===== config.mk =====
export PLATFORM = sky130hd
export DESIGN_NAME = microsequencer
export DESIGN_NICKNAME = d
export VERILOG_FILES = /design/src/rtl/microsequencer.sv
export SDC_FILE = /design/constraint.sdc
export NUM_CORES = 1
export LEC_CHECK = 0
export CAP_MARGIN = 10
export CORE_MARGIN = 5
export CORE_UTILIZATION = 31
export DETAILED_ROUTE_END_ITERATION = 10
export MAX_ROUTING_LAYER = met4
export PLACE_DENSITY_LB_ADDON = 0.15
export SYNTH_ARGS = -nofsm -noshare
export SYNTH_HDL_FRONTEND = slang
export SYNTH_SLANG_ARGS = --single-unit

===== constraint.sdc =====
create_clock -name clk -period 3.8 [get_ports clk]
set_clock_uncertainty 0.2 [all_clocks]
set_input_delay 0.76 -clock clk [delete_from_list [all_inputs] [get_ports clk]]
set_output_delay 0.76 -clock clk [all_outputs]
set_load 0.05 [all_outputs]

===== src/rtl/microsequencer.sv =====
`default_nettype none
// ============================================================================
// microsequencer : next-microstore-address generator with return stack
//                  and sticky sequencing-error flags.
// Rev 1.0
// ============================================================================
module microsequencer #(
  parameter int ADDR_W      = 7,
  parameter int ROM_LAST    = 95,
  parameter int STACK_DEPTH = 4
) (
  input  logic              clk,
  input  logic              reset,
  input  logic              stall,
  input  logic [2:0]        ns,
  input  logic [1:0]        cond_sel,
  input  logic              cond_inv,
  input  logic [ADDR_W-1:0] cr_addr,
  input  logic [ADDR_W-1:0] dispatch_addr,
  input  logic              moc,
  input  logic              cond_pass,
  input  logic              list_empty,
  output logic [ADDR_W-1:0] index,
  output logic              stack_err,
  output logic              addr_err
);

  localparam int c_SP_W = $clog2(STACK_DEPTH + 1);

  localparam logic [2:0] c_NS_DISPATCH = 3'b000;
  localparam logic [2:0] c_NS_FETCH    = 3'b001;
  localparam logic [2:0] c_NS_INCR     = 3'b010;
  localparam logic [2:0] c_NS_BRANCH   = 3'b011;
  localparam logic [2:0] c_NS_BR_DISP  = 3'b100;
  localparam logic [2:0] c_NS_CALL     = 3'b101;
  localparam logic [2:0] c_NS_RETURN   = 3'b110;
  localparam logic [2:0] c_NS_WAIT     = 3'b111;

  logic [ADDR_W-1:0] index_q, index_d;
  logic [c_SP_W-1:0] sp_q, sp_d;
  logic              stack_err_q, stack_err_d;
  logic              addr_err_q, addr_err_d;
  logic [ADDR_W-1:0] stack_q [STACK_DEPTH];

  logic              w_cond_raw;
  logic              w_cond;
  logic [ADDR_W-1:0] w_inc;
  logic [ADDR_W-1:0] w_pop_val;
  logic [ADDR_W-1:0] w_next;
  logic              w_push;
  logic              w_pop;
  logic              w_stk_fault;
  logic              w_addr_bad;
  logic              w_full;
  logic              w_empty;

  assign w_full  = (sp_q == c_SP_W'(STACK_DEPTH));
  assign w_empty = (sp_q == '0);
  assign w_inc   = index_q + ADDR_W'(1);

  always_comb begin
    w_cond_raw = 1'b1;
    case (cond_sel)
      2'b00:   w_cond_raw = moc;
      2'b01:   w_cond_raw = cond_pass;
      2'b10:   w_cond_raw = list_empty;
      default: w_cond_raw = 1'b1;
    endcase
    w_cond = w_cond_raw ^ cond_inv;
  end

  // Top-of-stack read: entry sp-1 holds the most recent push.
  always_comb begin
    w_pop_val = '0;
    for (int k = 0; k < STACK_DEPTH; k++) begin
      if (sp_q == c_SP_W'(k + 1)) begin
        w_pop_val = stack_q[k];
      end
    end
  end

  always_comb begin
    w_next      = index_q;
    w_push      = 1'b0;
    w_pop       = 1'b0;
    w_stk_fault = 1'b0;
    case (ns)
      c_NS_DISPATCH: w_next = dispatch_addr;
      c_NS_FETCH:    w_next = '0;
      c_NS_INCR:     w_next = w_inc;
      c_NS_BRANCH:   w_next = w_cond ? cr_addr : w_inc;
      c_NS_BR_DISP:  w_next = w_cond ? cr_addr : dispatch_addr;
      c_NS_CALL: begin
        w_next      = cr_addr;
        w_push      = !w_full;
        w_stk_fault = w_full;
      end
      c_NS_RETURN: begin
        w_next      = w_empty ? '0 : w_pop_val;
        w_pop       = !w_empty;
        w_stk_fault = w_empty;
      end
      c_NS_WAIT:     w_next = moc ? w_inc : index_q;
      default:       w_next = index_q;
    endcase
  end

  // Zero-extended compare keeps the check meaningful for any ROM_LAST.
  assign w_addr_bad = ({1'b0, w_next} > (ADDR_W + 1)'(ROM_LAST));

  always_comb begin
    index_d     = w_addr_bad ? '0 : w_next;
    sp_d        = sp_q;
    if (w_push) begin
      sp_d = sp_q + c_SP_W'(1);
    end else if (w_pop) begin
      sp_d = sp_q - c_SP_W'(1);
    end
    stack_err_d = stack_err_q | w_stk_fault;
    addr_err_d  = addr_err_q | w_addr_bad;
  end

  always_ff @(posedge clk or posedge reset) begin
    if (reset) begin
      index_q     <= '0;
      sp_q        <= '0;
      stack_err_q <= 1'b0;
      addr_err_q  <= 1'b0;
    end else if (!stall) begin
      index_q     <= index_d;
      sp_q        <= sp_d;
      stack_err_q <= stack_err_d;
      addr_err_q  <= addr_err_d;
    end
  end

  // Stack contents need no reset; only sp defines which entries are valid.
  always_ff @(posedge clk) begin
    if (!stall && w_push) begin
      for (int k = 0; k < STACK_DEPTH; k++) begin
        if (sp_q == c_SP_W'(k)) begin
          stack_q[k] <= w_inc;
        end
      end
    end
  end

  assign index     = index_q;
  assign stack_err = stack_err_q;
  assign addr_err  = addr_err_q;

endmodule
`default_nettype wire

Word-level counts from Yosys, hierarchy flattened
Memory sizes are Yosys's and may differ from the RTL's.
Index checks and enable logic that the tools add are counted.
{"block": "op_classes", "add_sub_neg": 3, "div_mod_pow": 0, "mul": 0, "eq_ne": 13, "n_lt_le_gt_ge": 1, "n_mux": 37, "n_reduce_logical": 12, "n_shift": 0, "bitwise_logic": 4}
{"cell": "$mux W7", "count": 12}
{"cell": "$pmux W7 S8", "count": 1}
{"cell": "$reduce_or A7 Y1", "count": 3}
{"cell": "$mux W1", "count": 17}
{"cell": "$eq A3 B3 Y1 const B", "count": 5}
{"cell": "$eq A3 B2 Y1 const B", "count": 4}
{"cell": "$add A7 B1 Y7 const B", "count": 1}
{"cell": "$gt A7 B7 Y1 const B", "count": 1}
{"cell": "$eq A3 B1 Y1 const B", "count": 2}
{"cell": "$logic_not A3 Y1", "count": 2}
{"cell": "$mux W2", "count": 3}
{"cell": "$mux W3", "count": 2}
{"cell": "$add A3 B1 Y3 const B", "count": 1}
{"cell": "$logic_not A1 Y1", "count": 3}
{"cell": "$pmux W1 S3", "count": 1}
{"cell": "$sub A3 B1 Y3 const B", "count": 1}
{"cell": "$eq A2 B1 Y1 const B", "count": 1}
{"cell": "$eq A2 B2 Y1 const B", "count": 1}
{"cell": "$logic_not A2 Y1", "count": 1}
{"cell": "$or A1 B1 Y1", "count": 2}
{"cell": "$pmux W1 S2", "count": 1}
{"cell": "$reduce_and A2 Y1", "count": 1}
{"cell": "$reduce_bool A2 Y1", "count": 1}
{"cell": "$logic_and A1 B1 Y1", "count": 1}
{"cell": "other kinds (2)", "count": 2}
{"block": "totals", "output_inout_bits": 9, "ramBits": 28, "latchBits": 0, "n_memories": 1, "ff_bits": 12, "mem_bits_ro": 0}
{"name": "stack_q", "words": 4, "width": 7, "rd": 4, "rd_clocked_by_memory_dff": 0, "wr": 1, "line_no": "43", "source": "logic [ADDR_W-1:0] stack_q [STACK_DEPTH];"}

Longest topological paths before layout
{"block": "depth", "word_depth": 10, "ltp_mapped": 11, "depth_no_buf": 9}

Least setup slack after synthesis
OpenSTA, ideal clock, no wires.
{"block": "synth_timing", "path_type": "register to register", "start": "register sp_q[2]", "end": "register index_q[1], in the netlist index[1]", "slack_ps": 1198, "t_arrival_ps": 2267, "setup_time_ps": 135, "required_time_ps": 3465, "stages_incl_launch_ff": 11, "cell_sequence": "dfrtp_1 > clkbuf_1 > inv_1 > ha_1 > clkbuf_1 > nor2_1 > a221oi_1 > o311ai_1 > a211oi_2 > nor3_2 > o31ai_1"}
{"block": "synth_via", "elab_chain_cells": 9, "word_cells_on_any_way": 13, "cone_classes": "order compare: 1; eq/ne: 4; mux: 7; reduce/logical: 1"}
{"item": "start, declared", "line_no": "40", "source": "logic [c_SP_W-1:0] sp_q, sp_d;"}
{"item": "start signal, assigned", "line_no": "131", "source": "sp_q <= sp_d;"}
{"item": "$eq A3 B1 Y1", "line_no": "76", "source": "if (sp_q == c_SP_W'(k + 1)) begin"}
{"item": "$mux W7 (4 in a row)", "line_no": "76"}
{"item": "$mux W7 (*)", "line_no": "99", "source": "w_next = w_empty ? '0 : w_pop_val;"}
{"item": "$pmux W7 S8 (*)", "line_no": "87", "source": "case (ns)"}
{"item": "$gt A7 B7 Y1", "line_no": "109", "source": "assign w_addr_bad = ({1'b0, w_next} > (ADDR_W + 1)'(ROM_LAST));"}
{"item": "$mux W7 (*)", "line_no": "112", "source": "index_d = w_addr_bad ? '0 : w_next;"}
{"item": "end signal, assigned", "line_no": "130", "source": "index_q <= index_d;"}
{"item": "end, declared", "line_no": "39", "source": "logic [ADDR_W-1:0] index_q, index_d;"}
Mark *: on every way between the ends. The rest lies on a longest branch, timed or not.
A chain may end at the register's enable or synchronous reset.

Final worst setup path
{"block": "layout_timing", "start": "input port ns[0]", "end": "register index_q[1], in the netlist index[1]"}
{"block": "layout_via", "elab_chain_cells": 4, "word_cells_on_any_way": 11, "cone_classes": "order compare: 1; eq/ne: 7; mux: 2; reduce/logical: 1"}
{"item": "start, declared", "line_no": "15", "source": "input logic [2:0] ns,"}
{"item": "$eq A3 B3 Y1, or another cell as far along", "line_no": "87"}
{"item": "$pmux W7 S8 (*)", "line_no": "87"}
{"item": "$gt A7 B7 Y1", "line_no": "109"}
{"item": "$mux W7 (*)", "line_no": "112"}
Marked as above.

==> impl_metrics.tcl <==
set metrics [dict create \
    synth_area_sq_um 2450 \
    crit_start "ns[0]" \
    wl_per_cell_um 17.9 \
    path_cells "clkdlybuf4s50_1 > nor2_1 > o21ai_0 > a31oi_1 > a2111oi_4 > nor3_2 > o31ai_1" \
    status "finished, final reports clean" \
    synth_edf_count 28 \
    yosysWarnings 0 \
    antenna_found_initial 0 \
    place_area_sq_um 2910 \
    critPathLaunchType "primary input" \
    synth.most_common_cell "edfxtp_1" \
    slew_headroom 0.520 \
    gp_congestion 0.912 \
    synth_top_area_share 0.343 \
    cts_buffers 5 \
    syn_to_final_growth_pct 23.4 \
    period_share 0.844 \
    tns_ps 0 \
    end_kind "flop" \
    grtUsageTotal 0.146 \
    drt_first_iter_violations 171 \
    cts_setup_buffers 0 \
    ys_seq_elements 40 \
    synth_area_leaders "edfxtp_1, dfrtp_1, a21oi_1" \
    dp_hpwl_um 5300 \
    dr.pass1.iters 4 \
    root_buffer "clkbuf_8" \
    yosysSeqAreaShare 0.465 \
    crit_path_end "index[1]" \
    post-route-util 0.392 \
    fin_ws_ps 595 \
    crit_cells 7 \
    die_w_um 98.9 \
    dp_cells 380 \
    holdWs_ps 267 \
    multi_input_area_sq_um 1210 \
    vdd_drop_max_uv 232 \
    drive_gt1_frac 0.0909 \
    synth.avg_cell_area_sq_um 9.77 \
    rr_startpoint "sp_q[2]" \
    fillCellCount 787 \
    nNetsFinal 318 \
    hold_class "reg2reg" \
    place_ws_ps 402 \
    worst-r2r-cell-count 8 \
    vias 2111 \
    num_io_pins 35 \
    ys_types 51 \
    finalHoldViolCount 0 \
    routed_wl_um 6930 \
    drc 0 \
    r2r-end "index[1]" \
    cts.sinks 40 \
    p_leak_nw 1.09 \
    syn-num-nets 284 \
    htreeDepth 2 \
    grt_max_degree 18 \
    worstSkewPairLatency_ps 290 \
    path_buf_inv 1 \
    n_antenna_cell 0 \
    ant_nets 0 \
    cts_tree "done" \
    die_area_sq_um 9790 \
    period_needed_ps 3210 \
    die_h_um 98.9 \
    total_power_mw 1.72 \
    initial_core_util 0.317 \
    ys.flop_type "edfxtp_1" \
    final-seq-area_sq_um 1140 \
    p_per_area_nw_per_um2 567 \
    num_rows 32 \
    ctsHoldBuffers 0 \
    vias_per_cell 5.44 \
    cp.arrival_ps 3170 \
    synth_cells 251 \
    core-area_sq_um 7730 \
    async_flop_share 0.300 \
    synth.top_cells.by_count "edfxtp_1, a21oi_1, nor2_1" \
    io_buffers 34 \
    layout.cells.non_filler 388 \
    finalSetupViolCount 0 \
    drv_slew 0 \
    grt.overflow.total 0 \
    ctsResizeCount 0 \
    fmax_ghz 0.312 \
    grt_pass1_vias 2079 \
    clk_pin_slew_ps 90 \
    regToRegSetupSlack_ps 710 \
    finalInstanceArea_sq_um 3030 \
    tightest_slew_ps 717 \
    cpPeakStageDelay_ps 650 \
    max-cap-violations 0 \
    synth_top_area_cell "edfxtp_1" \
    worstPathMaxFanout 11 \
    required_ps 3760 \
    grt_pass1_wl_um 10900 \
    crit_family "simple AND/OR/NAND/NOR gates" \
    cts_buffer_depth 2 \
    rsz0062_at_grt "no" \
    critPathKind "in2reg" \
    cpMaxStageDelayCell "nor2_1" \
]
logic make-up (layout without fill, tap and decap cells):
logic type / count (synthesis) / after routing / synth area share
multiplexers: 2 / 2 / 0.00816
buffers and inverters: 23 / 58 / 0.0423
AND/OR/NAND/NOR: 78 / 78 / 0.156
adder cells (fa/ha/maj): 7 / 7 / 0.0357
XOR/XNOR: 5 / 5 / 0.0179
flip-flops: 40 / 40 / 0.465
AO/OA/AOI/OAI: 96 / 96 / 0.274
flip-flops by register name (all words and copies together), names as in the netlist:
signal and count:
addr_err 1, index 7, sp_q 3, stack_err 1, stack_q 28
how the worst min path moves through the flow:
stage               from         to  slack [ps]  cells past startpoint
2_1_floorplan    sp_q[0]    sp_q[0]         400                      2
3_3_place_gp    addr_err   addr_err         240                      1
3_5_place_dp    addr_err   addr_err         260                      1
4_1_cts         addr_err   addr_err         270                      1
5_1_grt        stack_err  stack_err         310                      1
6_report        addr_err   addr_err         270                      1
routing by layer:
| metal | share of wire | global-route usage | vias to the layer above |
|---|---|---|---|
| li1 | - | - | 1027 |
| met1 | 0.50 | 0.212 | 1007 |
| met2 | 0.44 | 0.209 | 71 |
| met3 | 0.052 | 0.0226 | 6 |
| met4 | 0.012 | 0.0420 | 0 |
| met5 | 0 | - | - |
cells in the final DEF (no fill, tap or decap), types with 3 or more instances in the layout:
| cell type | netlist | layout |
|---|---|---|
| buf_4 | 3 | 9 |
| a21o_1 | 4 | 4 |
| a22o_1 | 6 | 6 |
| clkdlybuf4s50_1 | 0 | 34 |
| nand3_1 | 3 | 3 |
| and2_1 | 4 | 4 |
| clkbuf_8 | 0 | 5 |
| xor2_1 | 3 | 3 |
| a22oi_1 | 5 | 5 |
| a221oi_1 | 7 | 7 |
| nor2_1 | 24 | 24 |
| nand2_1 | 23 | 23 |
| o31ai_1 | 5 | 5 |
| o22ai_1 | 3 | 3 |
| edfxtp_1 | 28 | 28 |
| a21oi_1 | 24 | 24 |
| ha_1 | 7 | 7 |
| dfrtp_1 | 12 | 12 |
| nor3_1 | 7 | 7 |
| or2_2 | 3 | 3 |
| and3_1 | 3 | 3 |
| o21ai_0 | 15 | 15 |
| inv_1 | 7 | 7 |
power by group:
part | total [mW] | switching (mW) | internal (mW)
clock | 0.365 | 0.166 | 0.198
sequential | 0.621 | 0.0770 | 0.544
combinational | 0.730 | 0.447 | 0.283
total | 1.72 | 0.691 | 1.03
final cells by class:
class | count | share of cell area
well taps | 102 | 0.0422
clock inverters | 3 | 0.0153
inverters | 7 | 0.00868
repair buffers | 43 | 0.135
multi-input cells | 188 | 0.399
flip-flops and latches | 40 | 0.377
clock buffers | 5 | 0.0227
Power figures use the tool's default switching activity.
